[src/rtl/ex_wb_stage.sv]
// ex_wb_stage: execute/writeback pipeline register behind the 16-bit ALU.
// Holds one writeback bundle under a valid/ready handshake, owns the
// architectural condition-code register {S,Z,C,V}, resolves conditional
// branches against the committed flags and counts retired bundles.
module ex_wb_stage #(
  parameter int DATA_W = 16,
  parameter int RA_W   = 3,
  parameter int CNT_W  = 16
) (
  input  logic              clk,
  input  logic              rst_n,
  input  logic              in_valid,
  output logic              in_ready,
  input  logic [DATA_W-1:0] alu_out,
  input  logic [3:0]        alu_cond,
  input  logic [RA_W-1:0]   rd_addr,
  input  logic              wb_req,
  input  logic              set_cc,
  input  logic              is_branch,
  input  logic [2:0]        br_cond,
  input  logic              flush,
  output logic              out_valid,
  input  logic              out_ready,
  output logic [DATA_W-1:0] wb_data,
  output logic [RA_W-1:0]   wb_addr,
  output logic              wb_en,
  output logic              br_taken,
  output logic [3:0]        flags,
  output logic [CNT_W-1:0]  retired
);

  logic              out_valid_reg;
  logic [DATA_W-1:0] wb_data_reg;
  logic [RA_W-1:0]   wb_addr_reg;
  logic              wb_en_reg;
  logic              br_taken_reg;
  logic [3:0]        flags_reg;
  logic [CNT_W-1:0]  retired_reg;
  logic [CNT_W-1:0]  retired_next;

  logic accept;
  logic consume;
  logic flag_s;
  logic flag_z;
  logic flag_v;
  logic cond_true;
  logic [7:0] cond_table;

  // Committed flags feed the branch decision; the carry bit plays no part
  // in any supported condition.
  assign flag_s = flags_reg[3];
  assign flag_z = flags_reg[2];
  assign flag_v = flags_reg[0];

  // One entry per branch condition code, all evaluated against the flags
  // as they stand before the current edge (a compare never steers itself).
  genvar gi;
  generate
    for (gi = 0; gi < 8; gi++) begin : g_cond
      if (gi == 0) begin : g_be
        assign cond_table[gi] = flag_z;
      end else if (gi == 1) begin : g_blt
        assign cond_table[gi] = flag_s ^ flag_v;
      end else if (gi == 2) begin : g_ble
        assign cond_table[gi] = flag_z | (flag_s ^ flag_v);
      end else if (gi == 3) begin : g_bne
        assign cond_table[gi] = ~flag_z;
      end else if (gi == 4) begin : g_b
        assign cond_table[gi] = 1'b1;
      end else begin : g_never
        assign cond_table[gi] = 1'b0;
      end
    end
  endgenerate

  assign cond_true = cond_table[br_cond];

  // Single-entry stage: room when empty or when the held bundle leaves now;
  // a flush closes the door on the incoming instruction.
  assign in_ready = (~out_valid_reg | out_ready) & ~flush;
  assign accept   = in_valid & in_ready;
  assign consume  = out_valid_reg & out_ready;

  // Saturating increment: once all-ones the counter stays there.
  assign retired_next = (&retired_reg) ? retired_reg
                                       : retired_reg + {{(CNT_W-1){1'b0}}, 1'b1};

  // Pipeline register, flags and retire counter; reset beats flush beats accept.
  always_ff @(posedge clk) begin
    if (!rst_n) begin
      out_valid_reg <= 1'b0;
      wb_data_reg   <= '0;
      wb_addr_reg   <= '0;
      wb_en_reg     <= 1'b0;
      br_taken_reg  <= 1'b0;
      flags_reg     <= 4'b0000;
      retired_reg   <= '0;
    end else begin
      // Downstream has already taken the bundle, so count it even under flush.
      if (consume) begin
        retired_reg <= retired_next;
      end
      if (flush) begin
        out_valid_reg <= 1'b0;
        wb_en_reg     <= 1'b0;
        br_taken_reg  <= 1'b0;
      end else if (accept) begin
        out_valid_reg <= 1'b1;
        wb_data_reg   <= alu_out;
        wb_addr_reg   <= rd_addr;
        wb_en_reg     <= wb_req;
        br_taken_reg  <= is_branch & cond_true;
        if (set_cc) begin
          flags_reg <= alu_cond;
        end
      end else if (consume) begin
        out_valid_reg <= 1'b0;
      end
    end
  end

  assign out_valid = out_valid_reg;
  assign wb_data   = wb_data_reg;
  assign wb_addr   = wb_addr_reg;
  assign wb_en     = wb_en_reg;
  assign br_taken  = br_taken_reg;
  assign flags     = flags_reg;
  assign retired   = retired_reg;

endmodule

[config.mk]
export PLATFORM = sky130hd
export DESIGN_NAME = ex_wb_stage
export DESIGN_NICKNAME = d
export VERILOG_FILES = /design/src/rtl/ex_wb_stage.sv
export SDC_FILE = /design/constraint.sdc
export NUM_CORES = 1
export LEC_CHECK = 0
export ABC_AREA = 1
export CAP_MARGIN = 10
export CORE_MARGIN = 1
export CORE_UTILIZATION = 46
export CTS_CLUSTER_DIAMETER = 120
export DETAILED_ROUTE_END_ITERATION = 10
export PLACE_DENSITY = 0.95
export SETUP_SLACK_MARGIN = 0.5
export SLEW_MARGIN = 20
export SYNTH_ARGS = -nofsm -noshare
export SYNTH_HDL_FRONTEND = slang
export SYNTH_SLANG_ARGS = --single-unit
[constraint.sdc]
create_clock -name clk -period 2.2 [get_ports clk]
set_input_delay 0.44 -clock clk [delete_from_list [all_inputs] [get_ports clk]]
set_output_delay 0.44 -clock clk [all_outputs]
set_load 0.01 [all_outputs]
Word level (Yosys, flattened, before mapping)
Cells that the tools add are included.
Storage, ports and cells
  flip-flop bits (word level): 42
  output and inout bits: 43
Cells by class
  add/sub/neg operators: 1
  order comparisons: 1
  mux-type cells: 4
  bitwise logic cells: 12
  reduce and logical (&&, ||, !) cells: 6
Operator list (count)
  adder 16 x 1 -> 16 bit (second input constant): 1
  AND reduction 16 bit: 1
  inverter 1 bit: 5
  AND 1 bit: 4
  < comparator 3 x 4 -> 1 bit (second input constant): 1
  AND reduction 2 bit: 2
  binary-select mux 1 bit (select 3 bit): 1
  two-way mux 1 bit: 3
  AND reduction 3 bit: 1
  bitwise OR 1 bit: 2
  nonzero test 2 bit: 1
  OR reduction 2 bit: 1
  bitwise XOR 1 bit: 1

Depth between registers and ports, before layout
Gate-level depths: netlist of the first run.
  depth in word-level cells: 5
  mapped depth: 9
  depth with buffers taken out: 9

Worst setup path after synthesis of the first run
No wires, ideal clock.
  kind: flip-flop to flip-flop
  from: register retired_reg[0], in the netlist retired[0]
  to: register retired_reg[14], in the netlist retired[14]
  library setup time: 0.131 ns
  data arrival time: 1.323 ns
  data required time: 2.069 ns
  slack: 0.747 ns
  stages on the path, launching flop included: 10
  path buffers: 1
  clock period less this slack: 1.453 ns
  cell sequence: dfxtp_1 -> ha_1 -> nand2_1 -> nor2_1 -> nand2_1 -> nor2_2 -> nor2_4 -> buf_6 -> nand2_1 -> a21oi_2
Between the ends
  longest elaborated chain between the ends: 3
  elaborated cells between the ends (all ways): 4
  classes of those cells: 1 x add/sub; 1 x bitwise; 2 x reduce/logical
Ends and longest elaborated chain
  start, declared: line 38  | logic [CNT_W-1:0] retired_reg;
  start signal, assigned: line 101  | retired_reg <= retired_next;
  parallel branches: the longest is 3 deep, another holds adder 16 x 1 -> 16 bit
Parallel ways; which one is timed is not known.
A chain may end at the register's enable or synchronous reset.

Worst setup path in the final report of the first run
  from: register flags_reg[0], in the netlist flags[0]
  to: output port flags[0]
RTL lines
  start, declared: line 37  | logic [3:0] flags_reg;
  start signal, assigned: line 114  | flags_reg <= alu_cond;
  end, declared: line 28  | output logic [3:0] flags,
No word-level cell between the ends.

==> results of run 1 <==
## synth_stat cells (all sizes together)
| cell | count | area (µm²) |
|---|---|---|
| nand4 | 5 | 31.3 |
| nor2 | 33 | 139 |
| dfxtp | 42 | 841 |
| nand3b | 1 | 7.51 |
| nand3 | 11 | 55.1 |
| buf | 5 | 37.5 |
| clkbuf | 4 | 15.0 |
| xnor2 | 2 | 17.5 |
| inv | 15 | 56.3 |
| xor2 | 5 | 43.8 |
| clkinv | 1 | 3.75 |
| a21oi | 38 | 198 |
| ha | 1 | 12.5 |
| o21ai | 5 | 28.8 |
| nand2 | 101 | 382 |
| o21a | 2 | 15.0 |
## metrics by stage
step	cell area [µm²]	setup WS (ps)	total power [mW]	instances	utilization (%)
after global routing	2840	501	1.65	398	74.8
after floorplan	1880	747	0.885	271	-
final	2840	526	1.59	398	74.8
after CTS	2820	479	1.60	398	74.2
after global placement	2690	98.0	1.01	390	70.9
after detailed placement	2690	66.8	1.01	390	70.9
## layer usage
layer | up-vias | routed length [µm]
met1 | 896 | 1900
met4 | 0 | 97
met5 | - | 0
met3 | 11 | 410
met2 | 75 | 2230
li1 | 1020 | -
## final cells by class
class,instances,area (µm²),share of cell area (%)
Multi-Input combinational cell,204,937,33.0
Tap cell,48,60.1,2.11
Clock inverter,2,37.5,1.32
Sequential cell,42,853,30.0
Clock buffer,6,72.6,2.55
Timing Repair Buffer,80,821,28.9
Inverter,16,60.1,2.11
## where the power goes
| part | leakage, nW | switching [mW] | internal [mW] |
|---|---|---|---|
| Sequential | 0.346 | 0.0127 | 0.781 |
| Clock | 0.0514 | 0.258 | 0.339 |
| Combinational | 0.803 | 0.0845 | 0.115 |
| Total | 1.20 | 0.355 | 1.23 |
## cell families (layout without fill, tap and decap cells)
kind of cell	Yosys count	count (layout)	synth area share, %
AND/OR/NAND/NOR	151	151	32.6
AO/OA/AOI/OAI	45	45	12.8
XOR/XNOR	7	7	3.26
buffers and inverters	25	104	5.98
adder cells (fa/ha/maj)	1	1	0.664
flip-flops	42	42	44.7
## how the worst min path moves through the flow
stage	cells past startpoint	slack (ps)	endpoint
2_1_floorplan	2	480	flags[1]$_SDFFE_PN0P_
5_1_grt	2	490	wb_data[2]$_SDFFE_PN0P_
4_1_cts	2	470	wb_data[13]$_SDFFE_PN0P_
3_5_place_dp	2	460	wb_data[13]$_SDFFE_PN0P_
6_report	2	470	wb_data[5]$_SDFFE_PN0P_
3_3_place_gp	2	450	wb_data[2]$_SDFFE_PN0P_
## what timing repair did
| action | CTS | global route |
|---|---|---|
| gates resized for setup | 14 | 10 |
| pin swaps | 0 | 2 |
| endpoints found under the setup margin | 14 | 12 |
==> flow_metrics.py, run 1 <==
metrics = {
    "status": {
        "outcome": "completed",
    },
    "final_layout": {
        "drive_gt1_share_pct": 8.86,
        "layout_common_cells": "nand2_1, clkdlybuf4s50_1, a21oi_1",
        "final_common_cell": "nand2_1",
        "n_fill_cell": 290,
        "nNetsFinal": 384,
        "diodes": 0,
        "area_growth_pct": 50.9,
    },
    "cts": {
        "post-cts-setup-buffers": 0,
        "cts.sinks": 42,
        "clock_latency_ps": 290,
        "cts_tree": "done",
        "clk_pin_slew_worst_paths_ps": 80,
        "cts_root_buf": "clkbuf_8",
        "htree_levels": 2,
        "ctsHoldBuffers": 0,
        "numCtsBuffers": 5,
        "cts_buffer_depth": 2,
    },
    "setup_path": {
        "worst_path_largest_cell_delay_ps": 560,
        "setup.worst_path.start": "flags[0]$_SDFFE_PN0P_",
        "reg2reg_depth": 7,
        "r2r-start": "retired[1]$_SDFFE_PN0P_",
        "required_ps": 1760,
        "crit_slowest_cell": "clkdlybuf4s50_1",
        "start_kind": "register",
        "worst-path-stages": 1,
        "worstSetupEndpoint": "flags[0]",
        "critPathCaptureType": "output port",
        "crit_family": "buffers and inverters",
        "critPathBufInv": 1,
        "reg2reg_slack_ps": 620,
        "r2r_end": "retired[2]$_SDFFE_PN0P_",
        "critPathKind": "reg2out",
        "timing.critical_path.arrival_ps": 1230,
        "worstPathCellList": "clkdlybuf4s50_1",
        "worstPathMaxFanout": 3,
    },
    "synthesis": {
        "syn_inst": 271,
        "syn_avg_cell_area_um2": 6.95,
        "synth_seq_cells": 42,
        "ys_seq_area_share_pct": 44.7,
        "yosysWarnings": 0,
        "yosysUniqueCellTypes": 23,
        "syn-cell-area_um2": 1880,
        "syn-num-nets": 306,
    },
    "drt": {
        "ant_nets": 0,
        "routedWlPerCell_um": 11.7,
        "via_per_inst": 5.03,
        "drc": 0,
        "drtIter0Drc": 155,
        "wirelength_mm": 4.64,
        "dr.pass1.iters": 4,
        "vias": 2002,
    },
    "floorplan": {
        "ioPinCount": 77,
        "num_rows": 22,
        "coreArea_um2": 3800,
        "dieHeight_um": 66.0,
        "die-area_um2": 4350,
        "die_x_um": 66.0,
        "start_util_pct": 49.6,
    },
    "sta": {
        "period_minus_slack_ps": 1670,
        "finalCritPeriodShare_pct": 76.1,
        "slew_headroom_pct": 76.7,
        "fin_tns_setup_ps": 0,
        "tightest_slew_ps": 348,
        "grt_setup_unrepaired": "false",
        "maxSlewViolCount": 0,
        "hold_violations": 0,
        "fmax_ghz": 0.597,
        "fin_skew_ps": 5.24,
        "hold_slack_ps": 465,
        "setup-violations-final": 0,
    },
    "global_route": {
        "grt_max_degree": 21,
        "use_met3_pct": 10.0,
        "grt_antenna_before_repair": 0,
        "grt_pass1_wl_mm": 7.85,
        "gr-total-overflow": 0,
        "use_met1_pct": 24.9,
        "top_usage_layer": "met2",
        "grt.total_usage_pct": 23.3,
        "grt_pass1_vias": 1861,
        "use_met2_pct": 40.6,
    },
    "worst_hold_path": {
        "hp-start": "wb_data[5]$_SDFFE_PN0P_",
        "hold_class": "reg2reg",
    },
    "job": {
        "drv_cap": 0,
    },
    "power": {
        "p_per_area_nw_per_um2": 560,
        "p_leak_nw": 1.20,
        "ir_drop_mv": 0.498,
    },
    "placement": {
        "portBuffers": 76,
        "gp_congestion": 0.843,
        "dp.final_hpwl_mm": 3.45,
    },
}
Note: power is estimated with default switching activity, not from simulation.
==> run 2: changes to the inputs <==
Settings changed: CORE_UTILIZATION 46 to 43, PLACE_DENSITY 0.95 to 0.91.
Clock period 2.2 ns to 1.6 ns, I/O delays scaled along.
==> flow_metrics.py, run 2 (synthesis results as in run 1) <==
metrics = {
    "drt": {
        "wirelength_mm": 11.3,
        "drtIter0Drc": 424,
        "drc": 0,
        "routedWlPerCell_um": 25.1,
        "ant_nets": 0,
        "dr.pass1.iters": 5,
        "via_per_inst": 6.46,
        "vias": 2902,
    },
    "sta": {
        "slew_headroom_pct": 78.7,
        "tightest_slew_ps": 319,
        "maxSlewViolCount": 0,
        "hold_slack_ps": 498,
        "layout_setup_ws_ps": -54.2,
        "fin_tns_setup_ps": -113,
        "finalCritPeriodShare_pct": 103,
        "fmax_ghz": 0.605,
        "hold_violations": 0,
        "period_minus_slack_ps": 1650,
        "grt_setup_unrepaired": "true",
        "setup-violations-final": 3,
        "fin_skew_ps": 8.70,
    },
    "placement": {
        "dpl_worst_slack_ps": -246,
        "dp.final_hpwl_mm": 4.04,
        "gp_congestion": 0.849,
        "portBuffers": 76,
    },
    "power": {
        "netSwitchingFraction_pct": 26.6,
        "p_comb_share_pct": 18.7,
        "power.internal_mw": 1.95,
        "p_leak_nw": 1.62,
        "ir_drop_mv": 0.730,
        "p_per_area_nw_per_um2": 700,
        "p_sw_mw": 0.704,
        "p_clk_share_pct": 39.9,
        "power_frac_seq_pct": 41.4,
    },
    "job": {
        "drv_cap": 0,
    },
    "cts": {
        "cts.sinks": 42,
        "cts_root_buf": "clkbuf_8",
        "numCtsBuffers": 5,
        "htree_levels": 2,
        "clock_latency_ps": 310,
        "cts_buffer_depth": 2,
        "ctsHoldBuffers": 0,
        "cts_tree": "done",
        "clk_pin_slew_worst_paths_ps": 100,
    },
    "floorplan": {
        "start_util_pct": 45.8,
        "dieHeight_um": 68.2,
        "ioPinCount": 77,
        "die_x_um": 68.2,
        "die-area_um2": 4650,
        "coreArea_um2": 4120,
        "num_rows": 23,
    },
    "setup_path": {
        "start_kind": "register",
        "reg2reg_slack_ps": -50,
        "worstPathMaxFanout": 11,
        "crit_top_cell": "nand2_1",
        "worst-path-stages": 7,
        "worstPathCellList": "nand2_1, nor2_2, nand2_2, o21ai_4, buf_12, nand2_1, a21oi_1",
        "crit_family": "simple AND/OR/NAND/NOR gates",
        "r2r_end": "retired[9]$_SDFFE_PN0P_",
        "r2r-start": "retired[9]$_SDFFE_PN0P_",
        "timing.critical_path.arrival_ps": 1860,
        "critPathKind": "reg2reg",
        "crit_slowest_cell": "dfxtp_4",
        "reg2reg_depth": 7,
        "critPathCaptureType": "register",
        "required_ps": 1810,
        "critPathBufInv": 1,
        "worst_path_largest_cell_delay_ps": 400,
    },
    "final_layout": {
        "area_growth_pct": 101,
        "diodes": 0,
        "n_fill_cell": 128,
        "nNetsFinal": 433,
        "layout_common_cells": "nand2_1, buf_6, buf_4",
        "final_common_cell": "nand2_1",
        "drive_gt1_share_pct": 56.1,
        "final_core_util_pct": 92.0,
    },
    "global_route": {
        "gr-total-overflow": 0,
        "grt_max_degree": 21,
        "grt_pass1_vias": 2338,
        "grt.total_usage_pct": 31.4,
        "grt_antenna_before_repair": 0,
        "grt_pass1_wl_mm": 10.5,
    },
    "worst_hold_path": {
        "hp-start": "wb_data[2]$_SDFFE_PN0P_",
        "hold_class": "reg2reg",
        "hold_end": "wb_data[2]$_SDFFE_PN0P_",
        "hold_depth": 2,
    },
    "status": {
        "violations": "setup timing",
        "outcome": "finished, violations left",
    },
}
[run 2: how the worst max path moves through the flow]
stage	slack (ps)	to	from
after floorplan	320	retired[14]$_SDFFE_PN0P_	retired[1]$_SDFFE_PN0P_
after global placement	-240	in_ready	out_ready
after detailed placement	-250	in_ready	out_ready
after CTS	190	retired[7]$_SDFFE_PN0P_	retired[0]$_SDFFE_PN0P_
after global routing	-90	retired[12]$_SDFFE_PN0P_	retired[1]$_SDFFE_PN0P_
final	-50	retired[9]$_SDFFE_PN0P_	retired[9]$_SDFFE_PN0P_
[run 2: through the flow]
stage	total power, mW	cell area [µm²]	cells
floorplan	1.22	1940	271
global placement	1.40	2860	408
detailed placement	1.42	2860	408
CTS	2.45	3210	430
global route	2.72	3790	449
finish	2.65	3790	449
[run 2: cell type report]
class,count,area (µm²),share of cell area [%]
timing repair buffer,129,1320,34.9
multi-input combinational,204,1270,33.6
clock inverter,3,68.8,1.82
clock buffer,5,68.8,1.82
tap,50,62.6,1.65
inverter,16,72.6,1.92
sequential,42,921,24.3
[run 2: power by group through the flow]
stage                     clock, mW  sequential (mW)  combinational [mW]
after floorplan                   0             1.13              0.0945
after global placement            0             1.11               0.289
after detailed placement          0             1.12               0.299
after CTS                      1.02             1.09               0.333
after global routing           1.11             1.10               0.510
final                          1.06             1.10               0.495
[run 2: worst reg2reg max path: stages (launching register included)]
cell	delay, ps
dfxtp_4	400
nand2_1	130
nor2_2	220
nand2_2	170
o21ai_4	210
buf_12	150
nand2_1	70
a21oi_1	210
[run 2: routing by layer]
layer  global-route usage [%]  share of wire (%)  up-vias
met5                        0                  0        -
met3                     11.7                 13      116
met4                     17.2                8.5        0
li1                         -                  -     1120
met2                     56.6                 46      306
met1                     30.5                 33     1360
[run 2: repair_timing]
item                                    CTS  global route
endpoints found under the setup margin   84            82
setup buffers                            13            16
gates cloned                              1             3
pin swaps                                15            25
gates resized for setup                 248           124
